File: src/rtl/mips_instr_encoder_pkg.sv
// rtl/mips_instr_encoder_pkg.sv - shared instruction classes, opcodes and funct codes
// Shared with the control decoders so encode and decode agree by construction.
package mips_instr_encoder_pkg;

  typedef enum logic [3:0] {
    CLS_ADD  = 4'd0,
    CLS_SUB  = 4'd1,
    CLS_AND  = 4'd2,
    CLS_OR   = 4'd3,
    CLS_SLT  = 4'd4,
    CLS_LW   = 4'd5,
    CLS_SW   = 4'd6,
    CLS_BEQ  = 4'd7,
    CLS_ADDI = 4'd8,
    CLS_J    = 4'd9
  } instr_class_e;

  localparam logic [5:0] OP_RTYPE = 6'h00;
  localparam logic [5:0] OP_LW    = 6'h23;
  localparam logic [5:0] OP_SW    = 6'h2B;
  localparam logic [5:0] OP_BEQ   = 6'h04;
  localparam logic [5:0] OP_ADDI  = 6'h08;
  localparam logic [5:0] OP_J     = 6'h02;

  localparam logic [5:0] FN_ADD = 6'h20;
  localparam logic [5:0] FN_SUB = 6'h22;
  localparam logic [5:0] FN_AND = 6'h24;
  localparam logic [5:0] FN_OR  = 6'h25;
  localparam logic [5:0] FN_SLT = 6'h2A;

  function automatic logic [31:0] rtype(input logic [4:0] rs, input logic [4:0] rt,
                                        input logic [4:0] rd, input logic [5:0] funct);
    return {OP_RTYPE, rs, rt, rd, 5'b0, funct};
  endfunction

  function automatic logic [31:0] itype(input logic [5:0] op, input logic [4:0] rs,
                                        input logic [4:0] rt, input logic [15:0] imm);
    return {op, rs, rt, imm};
  endfunction

endpackage

File: src/rtl/mips_field_pack.sv
// rtl/mips_field_pack.sv - combinational class/field to 32-bit MIPS word packer
module mips_field_pack
  import mips_instr_encoder_pkg::*;
(
  input  logic [3:0]  cls,
  input  logic [4:0]  rs,
  input  logic [4:0]  rt,
  input  logic [4:0]  rd,
  input  logic [15:0] imm,
  input  logic [25:0] target,
  output logic [31:0] word,
  output logic        illegal
);

  always_comb begin
    word    = '0;
    illegal = 1'b0;
    case (instr_class_e'(cls))
      CLS_ADD:  word = rtype(rs, rt, rd, FN_ADD);
      CLS_SUB:  word = rtype(rs, rt, rd, FN_SUB);
      CLS_AND:  word = rtype(rs, rt, rd, FN_AND);
      CLS_OR:   word = rtype(rs, rt, rd, FN_OR);
      CLS_SLT:  word = rtype(rs, rt, rd, FN_SLT);
      CLS_LW:   word = itype(OP_LW, rs, rt, imm);
      CLS_SW:   word = itype(OP_SW, rs, rt, imm);
      CLS_BEQ:  word = itype(OP_BEQ, rs, rt, imm);
      CLS_ADDI: word = itype(OP_ADDI, rs, rt, imm);
      CLS_J:    word = {OP_J, target};
      default:  illegal = 1'b1;
    endcase
  end

endmodule

File: src/rtl/mips_instr_encoder.sv
// rtl/mips_instr_encoder.sv - descriptor stream to instruction-memory program loader
module mips_instr_encoder
  import mips_instr_encoder_pkg::*;
#(
  parameter int ADDR_W = 6,
  parameter int DEPTH  = 64
) (
  input  logic              clk,
  input  logic              rst_n,
  input  logic              start,
  input  logic              finish,
  input  logic              in_valid,
  output logic              in_ready,
  input  logic [3:0]        in_class,
  input  logic [4:0]        in_rs,
  input  logic [4:0]        in_rt,
  input  logic [4:0]        in_rd,
  input  logic [15:0]       in_imm,
  input  logic [25:0]       in_target,
  output logic              imem_we,
  output logic [ADDR_W-1:0] imem_addr,
  output logic [31:0]       imem_wdata,
  output logic [ADDR_W:0]   count,
  output logic              busy,
  output logic              done,
  output logic              err_illegal,
  output logic              err_full
);

  typedef enum logic [1:0] {S_IDLE, S_LOAD, S_DRAIN, S_DONE} state_e;

  localparam logic [ADDR_W+1:0] DEPTH_L = (ADDR_W+2)'(DEPTH);

  state_e      state, state_next;
  logic [31:0] word;
  logic        illegal;
  logic        accept, accept_legal, start_clr, full_stall;
  logic [ADDR_W+1:0] occupancy;

  mips_field_pack u_pack (
    .cls     (in_class),
    .rs      (in_rs),
    .rt      (in_rt),
    .rd      (in_rd),
    .imm     (in_imm),
    .target  (in_target),
    .word    (word),
    .illegal (illegal)
  );

  // The in-flight write counts against capacity so the pointer can never pass DEPTH.
  assign occupancy    = {1'b0, count} + (ADDR_W+2)'(imem_we);
  assign in_ready     = (state == S_LOAD) && (occupancy < DEPTH_L);
  assign accept       = in_valid && in_ready;
  assign accept_legal = accept && !illegal;
  assign full_stall   = (state == S_LOAD) && in_valid && !in_ready;
  assign start_clr    = start && ((state == S_IDLE) || (state == S_DONE));

  // The count doubles as the write pointer; it is always below DEPTH while writing.
  assign imem_addr = count[ADDR_W-1:0];
  assign busy      = (state == S_LOAD);
  assign done      = (state == S_DONE);

  always_comb begin
    state_next = state;
    case (state)
      S_IDLE:  if (start) state_next = S_LOAD;
      S_LOAD:  if (finish) state_next = accept_legal ? S_DRAIN : S_DONE;
      S_DRAIN: state_next = S_DONE;
      S_DONE:  if (start) state_next = S_LOAD;
      default: state_next = S_IDLE;
    endcase
  end

  always_ff @(posedge clk or negedge rst_n) begin
    if (!rst_n) begin
      state       <= S_IDLE;
      imem_we     <= 1'b0;
      imem_wdata  <= '0;
      count       <= '0;
      err_illegal <= 1'b0;
      err_full    <= 1'b0;
    end else begin
      state   <= state_next;
      imem_we <= accept_legal;
      if (accept_legal) imem_wdata <= word;
      if (start_clr) begin
        count       <= '0;
        err_illegal <= 1'b0;
        err_full    <= 1'b0;
      end else begin
        if (imem_we) count <= count + 1'b1;
        if (accept && illegal) err_illegal <= 1'b1;
        if (full_stall) err_full <= 1'b1;
      end
    end
  end

endmodule

File: config.mk
export PLATFORM = sky130hd
export DESIGN_NAME = mips_instr_encoder
export DESIGN_NICKNAME = d
export VERILOG_FILES = /design/src/rtl/mips_instr_encoder_pkg.sv /design/src/rtl/mips_field_pack.sv /design/src/rtl/mips_instr_encoder.sv
export SDC_FILE = /design/constraint.sdc
export NUM_CORES = 1
export LEC_CHECK = 0
export ABC_AREA = 1
export CORE_AREA = 2 2 60 118
export CTS_BUF_LIST = sky130_fd_sc_hd__clkbuf_4
export CTS_CLUSTER_DIAMETER = 50
export DETAILED_ROUTE_END_ITERATION = 7
export DIE_AREA = 0 0 62 120
export PLACE_DENSITY = 0.84
export SLEW_MARGIN = 10
export SYNTH_ARGS = -nofsm -noshare
export SYNTH_HDL_FRONTEND = slang
export SYNTH_SLANG_ARGS = --single-unit
File: constraint.sdc
create_clock -name clk -period 1.3 [get_ports clk]
set_input_delay 0.26 -clock clk [delete_from_list [all_inputs] [get_ports clk]]
set_output_delay 0.26 -clock clk [all_outputs]
set_load 0.1 [all_outputs]
# --- Word-level counts from Yosys, hierarchy flattened ---
# Cells that the tools add are included.
# Widths: inputs -> output; s select.
classes:
  order_cmp: 1
  n_eq_ne: 14
  muxes: 12
  add_sub_neg: 2
  reduce_logical: 17
ops:
  columns: ["op", "n"]
  rows:
  - ["$pmux 32 s10", 1]
  - ["$eq 4x3->1 const B", 4]
  - ["$mux 7", 2]
  - ["$reduce_or 10->1", 1]
  - ["$add 7x1->8", 1]
  - ["$eq 4x2->1 const B", 2]
  - ["$eq 4x4->1 const B", 2]
  - ["$lt 8x7->1 const B", 1]
  - ["$add 7x1->7 const B", 1]
  - ["$logic_and 1x1->1", 7]
  - ["$mux 1", 6]
  - ["$pmux 2 s3", 1]
  - ["$reduce_bool 2->1", 3]
  - ["$eq 2x2->1 const B", 2]
  - ["$eq 4x1->1 const B", 1]
  - ["$logic_not 4->1", 1]
  - ["$mux 2", 2]
  - ["$eq 2x1->1 const B", 1]
  - ["$logic_not 2->1", 1]
  - ["$ne 2x1->1 const B", 1]
  - ["$ne 2x2->1 const B", 1]
  - ["$reduce_and 2->1", 1]
  - ["$reduce_or 2->1", 1]
  - ["$logic_not 1->1", 1]
  - ["$logic_or 1x1->1", 1]
word_totals:
  elab_cells: 52
  inputBits: 66
  register_bits: 44
  output_inout_bits: 51

# --- Logic depth before layout (Yosys ltp) ---
depth:
  ltp_word: 8
  depth_mapped: 10
  mapped_depth_nobuf: 8

# --- Cells and area by module ---
# Synthesis repeated with hierarchy kept, for this count alone.
hier_totals:
  cells_unflattened: 336
  hier_area_um2: 2454.9
modules_own_cells:
  columns: ["mod", "instances", "cells_per_inst", "area_each_um2", "seq_area_each_um2"]
  rows:
  - ["mips_instr_encoder", 1, 212, 1908.1, 1101.1]
  - ["mips_field_pack", 1, 124, 546.8, 0.0]

# --- Worst setup path after synthesis ---
# Ideal clock, no wire load.
synth_timing:
  path_type: "reg2reg"
  start: "register state[1]"
  end: "register imem_wdata[5]"
  period_less_slack_ns: 2.807
  t_arrival_ns: 2.688
  setup_ns: 0.120
  stages_incl_launch_ff: 9
  path_buffers: 1
  setup_slack_ns: -1.507
  required_ns: 1.180
  path_cell_list: "dfrtp_1 > inv_1 > ha_1 > nand3_1 > inv_1 > nand3_1 > buf_4 > nand2_1 > nand2_1"
synth_between:
  elab_chain_cells: 4
synth_lines:
  columns: ["element", "line", "source"]
  rows:
  - ["start, declared", "mips_instr_encoder.sv:34", "state_e state, state_next;"]
  - ["start signal, assigned", "mips_instr_encoder.sv:84", "state <= state_next;"]
  - ["$eq 2x1->1", null, null]
  - ["via busy", "mips_instr_encoder.sv:24", "output logic busy,"]
  - ["$logic_and 1x1->1", "mips_instr_encoder.sv:53", "assign in_ready = (state == S_LOAD) && (occupancy < DEPTH_L);"]
  - ["via in_ready", "mips_instr_encoder.sv:13", "output logic in_ready,"]
  - ["$logic_and 1x1->1", "mips_instr_encoder.sv:54", "assign accept = in_valid && in_ready;"]
  - ["$logic_and 1x1->1", "mips_instr_encoder.sv:55", "assign accept_legal = accept && !illegal;"]
  - ["end signal, assigned", "mips_instr_encoder.sv:86", "if (accept_legal) imem_wdata <= word;"]
  - ["end, declared", "mips_instr_encoder.sv:22", "output logic [31:0] imem_wdata,"]
# The timed path passes the listed nets, and every way through them passes these cells.
# A chain may end at the register's enable or synchronous reset.

# --- Worst setup path after layout ---
layout_timing:
  start: "register count[3]"
  end: "output in_ready"
layout_between:
  elab_chain_cells: 3
layout_lines:
  columns: ["element", "line", "source"]
  rows:
  - ["start, declared", "mips_instr_encoder.sv:23", "output logic [ADDR_W:0] count,"]
  - ["start signal, assigned", "mips_instr_encoder.sv:92", "if (imem_we) count <= count + 1'b1;"]
  - ["$add 7x1->8", "mips_instr_encoder.sv:52", "assign occupancy = {1'b0, count} + (ADDR_W+2)'(imem_we);"]
  - ["$lt 8x7->1", "mips_instr_encoder.sv:53", null]
  - ["$logic_and 1x1->1", "mips_instr_encoder.sv:53", null]
  - ["end, declared", "mips_instr_encoder.sv:13", null]
# Every way passes these cells.

==> flow_metrics.py <==
metrics = {
    "timing": {
        "finalHoldViolations": 0,
        "drv_slew": 0,
        "clock.fmax_ghz": 0.558,
        "rsz0062_at_grt": "yes",
        "fin_crit_ns": 1.79,
        "setup_ws_ns": -0.491,
        "finalCritPeriodShare": 1.38,
        "skew_ns": 0.00659,
        "setup_viol": 55,
    },
    "finish": {
        "final_cells": 584,
        "drive_gt1_frac": 0.391,
        "final_util": 0.765,
        "area_growth_pct": 116,
        "final_nets": 565,
        "diodes": 0,
    },
    "grt": {
        "grt-ovfl-total": 0,
        "grt_max_degree": 43,
        "grt_pass1_wl_um": 14400,
        "grt.total_usage": 0.263,
        "grt_pass1_vias": 3161,
        "antenna_found_initial": 0,
    },
    "critical_path": {
        "arrival_ns": 1.53,
        "startpoint_type": "register",
        "crit_path_end_kind": "primary output",
        "r2r_start": "count[4]$_DFFE_PN0P_",
        "r2r_end": "imem_wdata[29]$_DFFE_PN0P_",
        "r2r_slack_ns": -0.49,
        "rr_worst_depth": 11,
        "cp_data_required_time_ns": 1.04,
        "endpoint": "in_ready",
        "critical_path.max_fanout": 2,
        "worst-setup-path-type": "register to primary output",
        "startpoint": "count[3]$_DFFE_PN0P_",
    },
    "floorplanning": {
        "fp-row-count": 42,
        "fp.dieArea_um2": 7440,
        "ioPinCount": 117,
        "initial_utilization": 0.355,
        "die_height_um": 120,
        "placeableCoreArea_um2": 6570,
        "die_x_um": 62,
    },
    "routing": {
        "wl_per_cell_um": 15.8,
        "dr.pass1.iters": 4,
        "drt_iter0_markers": 120,
        "drc_errors": 0,
        "vias": 2876,
        "ant_nets": 0,
        "route.final.wire_length_um": 9210,
        "vias_per_cell": 4.92,
    },
    "yosys": {
        "synthTopCellsByArea": "dfrtp_1, nand2_1, nand3_1",
        "yosysMostFrequentCell": "nand2_1",
        "ys_warn_count": 0,
        "netlist_instances": 322,
        "netlist_area_um2": 2330,
        "syn_area_per_cell_um2": 7.24,
        "yosys.area.top_type": "dfrtp_1",
        "ys_seq_elements": 42,
        "synth.distinct_cells": 26,
        "synth_edf_count": 0,
        "synth_top_area_frac": 0.451,
        "syn_nets": 392,
        "ys_seq_area_frac": 0.451,
        "ys_async_sr_fraction": 1.00,
        "synth_common_cells": "nand2_1, dfrtp_1, nand3_1",
        "synth_flop_cell": "dfrtp_1",
    },
    "place": {
        "post-place-cells": 548,
        "gp_congestion": 0.886,
        "place_ws_ns": -0.506,
        "portBuffers": 115,
        "hpwl_um": 6130,
    },
    "clock_tree": {
        "tritoncts": "built",
        "clk_pin_slew_ns": 0.13,
        "numCtsBuffers": 5,
        "clock_sinks": 42,
        "cts.htree.levels": 2,
        "clk_path_buf_depth": 2,
        "insertion_delay_ns": 0.37,
        "clock-root-buffer": "clkbuf_4",
    },
    "power_and_ir_drop": {
        "powerDensity_nw_per_um2": 2590,
        "power_mw": 13.0,
        "ir_worst_vdd_uv": 1430,
        "pwr-share-comb": 0.748,
        "leakage_nw": 2.42,
        "seqPwrFrac": 0.184,
        "clkPwrFrac": 0.068,
        "switching_share": 0.537,
        "p_sw_mw": 7.00,
        "p_int_mw": 6.03,
    },
    "hold_path": {
        "hold_path.class": "primary input to async pin",
    },
    "flow_run": {
        "cap_violations": 0,
    },
    "status": {
        "outcome": "finished, violations left",
        "violations": "setup timing",
    },
}
[how the worst min path moves through the flow]
stage / start / to / slack [ns] / cells after the start
floorplan: rst_n / count[6]$_DFFE_PN0P_ / -0.04 / 0
global placement: rst_n / count[0]$_DFFE_PN0P_ / 0.25 / 2
detailed placement: rst_n / count[0]$_DFFE_PN0P_ / 0.25 / 2
CTS: rst_n / count[0]$_DFFE_PN0P_ / 0.37 / 3
global route: rst_n / count[0]$_DFFE_PN0P_ / 0.40 / 3
finish: rst_n / count[1]$_DFFE_PN0P_ / 0.38 / 3
[kinds of logic (layout without fill, tap and decap cells)]
| family | Yosys count | after routing | share of synthesized area |
|---|---|---|---|
| simple gates | 198 | 198 | 0.353 |
| buf+inv | 48 | 222 | 0.103 |
| flops | 42 | 42 | 0.451 |
| compound gates | 29 | 29 | 0.0704 |
| fa+ha+maj | 4 | 4 | 0.0215 |
| other cells | 1 | 1 | 0.00161 |
[area by class of cell]
class                      count  area, µm²
sequential                    42       1080
fill                         442       1540
inverter                      28        111
timing repair buffer         186       2360
multi-input combinational    232       1280
clock buffer                   7       52.6
clock inverter                 1       30.0
tap                           88        110
[routing by layer]
layer	share of wire	vias up	global-route usage	wire length, µm
met1	0.32	1340	0.256	2910
met2	0.57	133	0.465	5280
li1	-	1357	-	-
met5	0	-	0	0
met4	0.058	0	0.164	537
met3	0.052	46	0.0560	478
[state kept, by name, indices dropped and copies added (netlist names)]
register,flops
err_full,1
err_illegal,1
imem_wdata,30
state,2
count,7
imem_we,1
[stage by stage]
step                setup TNS, ns  hold WS (ns)  area [µm²]
floorplan                  -22.43       -0.0356        2420
finish                     -18.99         0.377        5020
detailed placement         -15.75         0.251        4410
CTS                        -12.93         0.368        4870
global route               -22.85         0.395        5020
global placement           -13.49         0.248        4410
[power by group through the flow]
stage               sequential [mW]  combinational (mW)  clock (mW)
finish                         2.40                9.75       0.892
global route                   2.45                10.1       0.970
CTS                            2.38                9.33       0.913
detailed placement             2.39                8.66           0
global placement               2.37                8.55           0
floorplan                      5.47                1.98           0
[timing repair]
action                     4_1_cts  5_1_grt
cloned                           3        0
setup endpoints to repair       56       69
hold buffers                     1        0
resized for setup               45       27
setup buffers                   22       15
hold endpoints to repair        42        0
pin swaps                       28       12
[critical path, stage by stage, from the launching register on]
cell and delay [ns]:
dfrtp_4 0.46, nand2_4 0.07, nor2_2 0.14, nand2_2 0.10
nand3_4 0.09, clkinvlp_4 0.12, buf_12 0.18
[cells in the final DEF (no fill, tap or decap), drive strengths merged]
cell type      instances
nand2b                 1
inv                   27
nand4                  1
nand2                134
o211ai                 1
a31oi                  1
buf                  121
bufinv                 1
nand3                 40
o21ai                 15
dlygate4sd3            1
clkbuf                 7
clkdlybuf4s50         64
nor2                  19
ha                     4
clkinvlp               1
a21oi                  9
a211oi                 2
nor3                   3
o31ai                  1
conb                   1
dfrtp                 42
No activity file was read; power rests on OpenSTA's default activity.
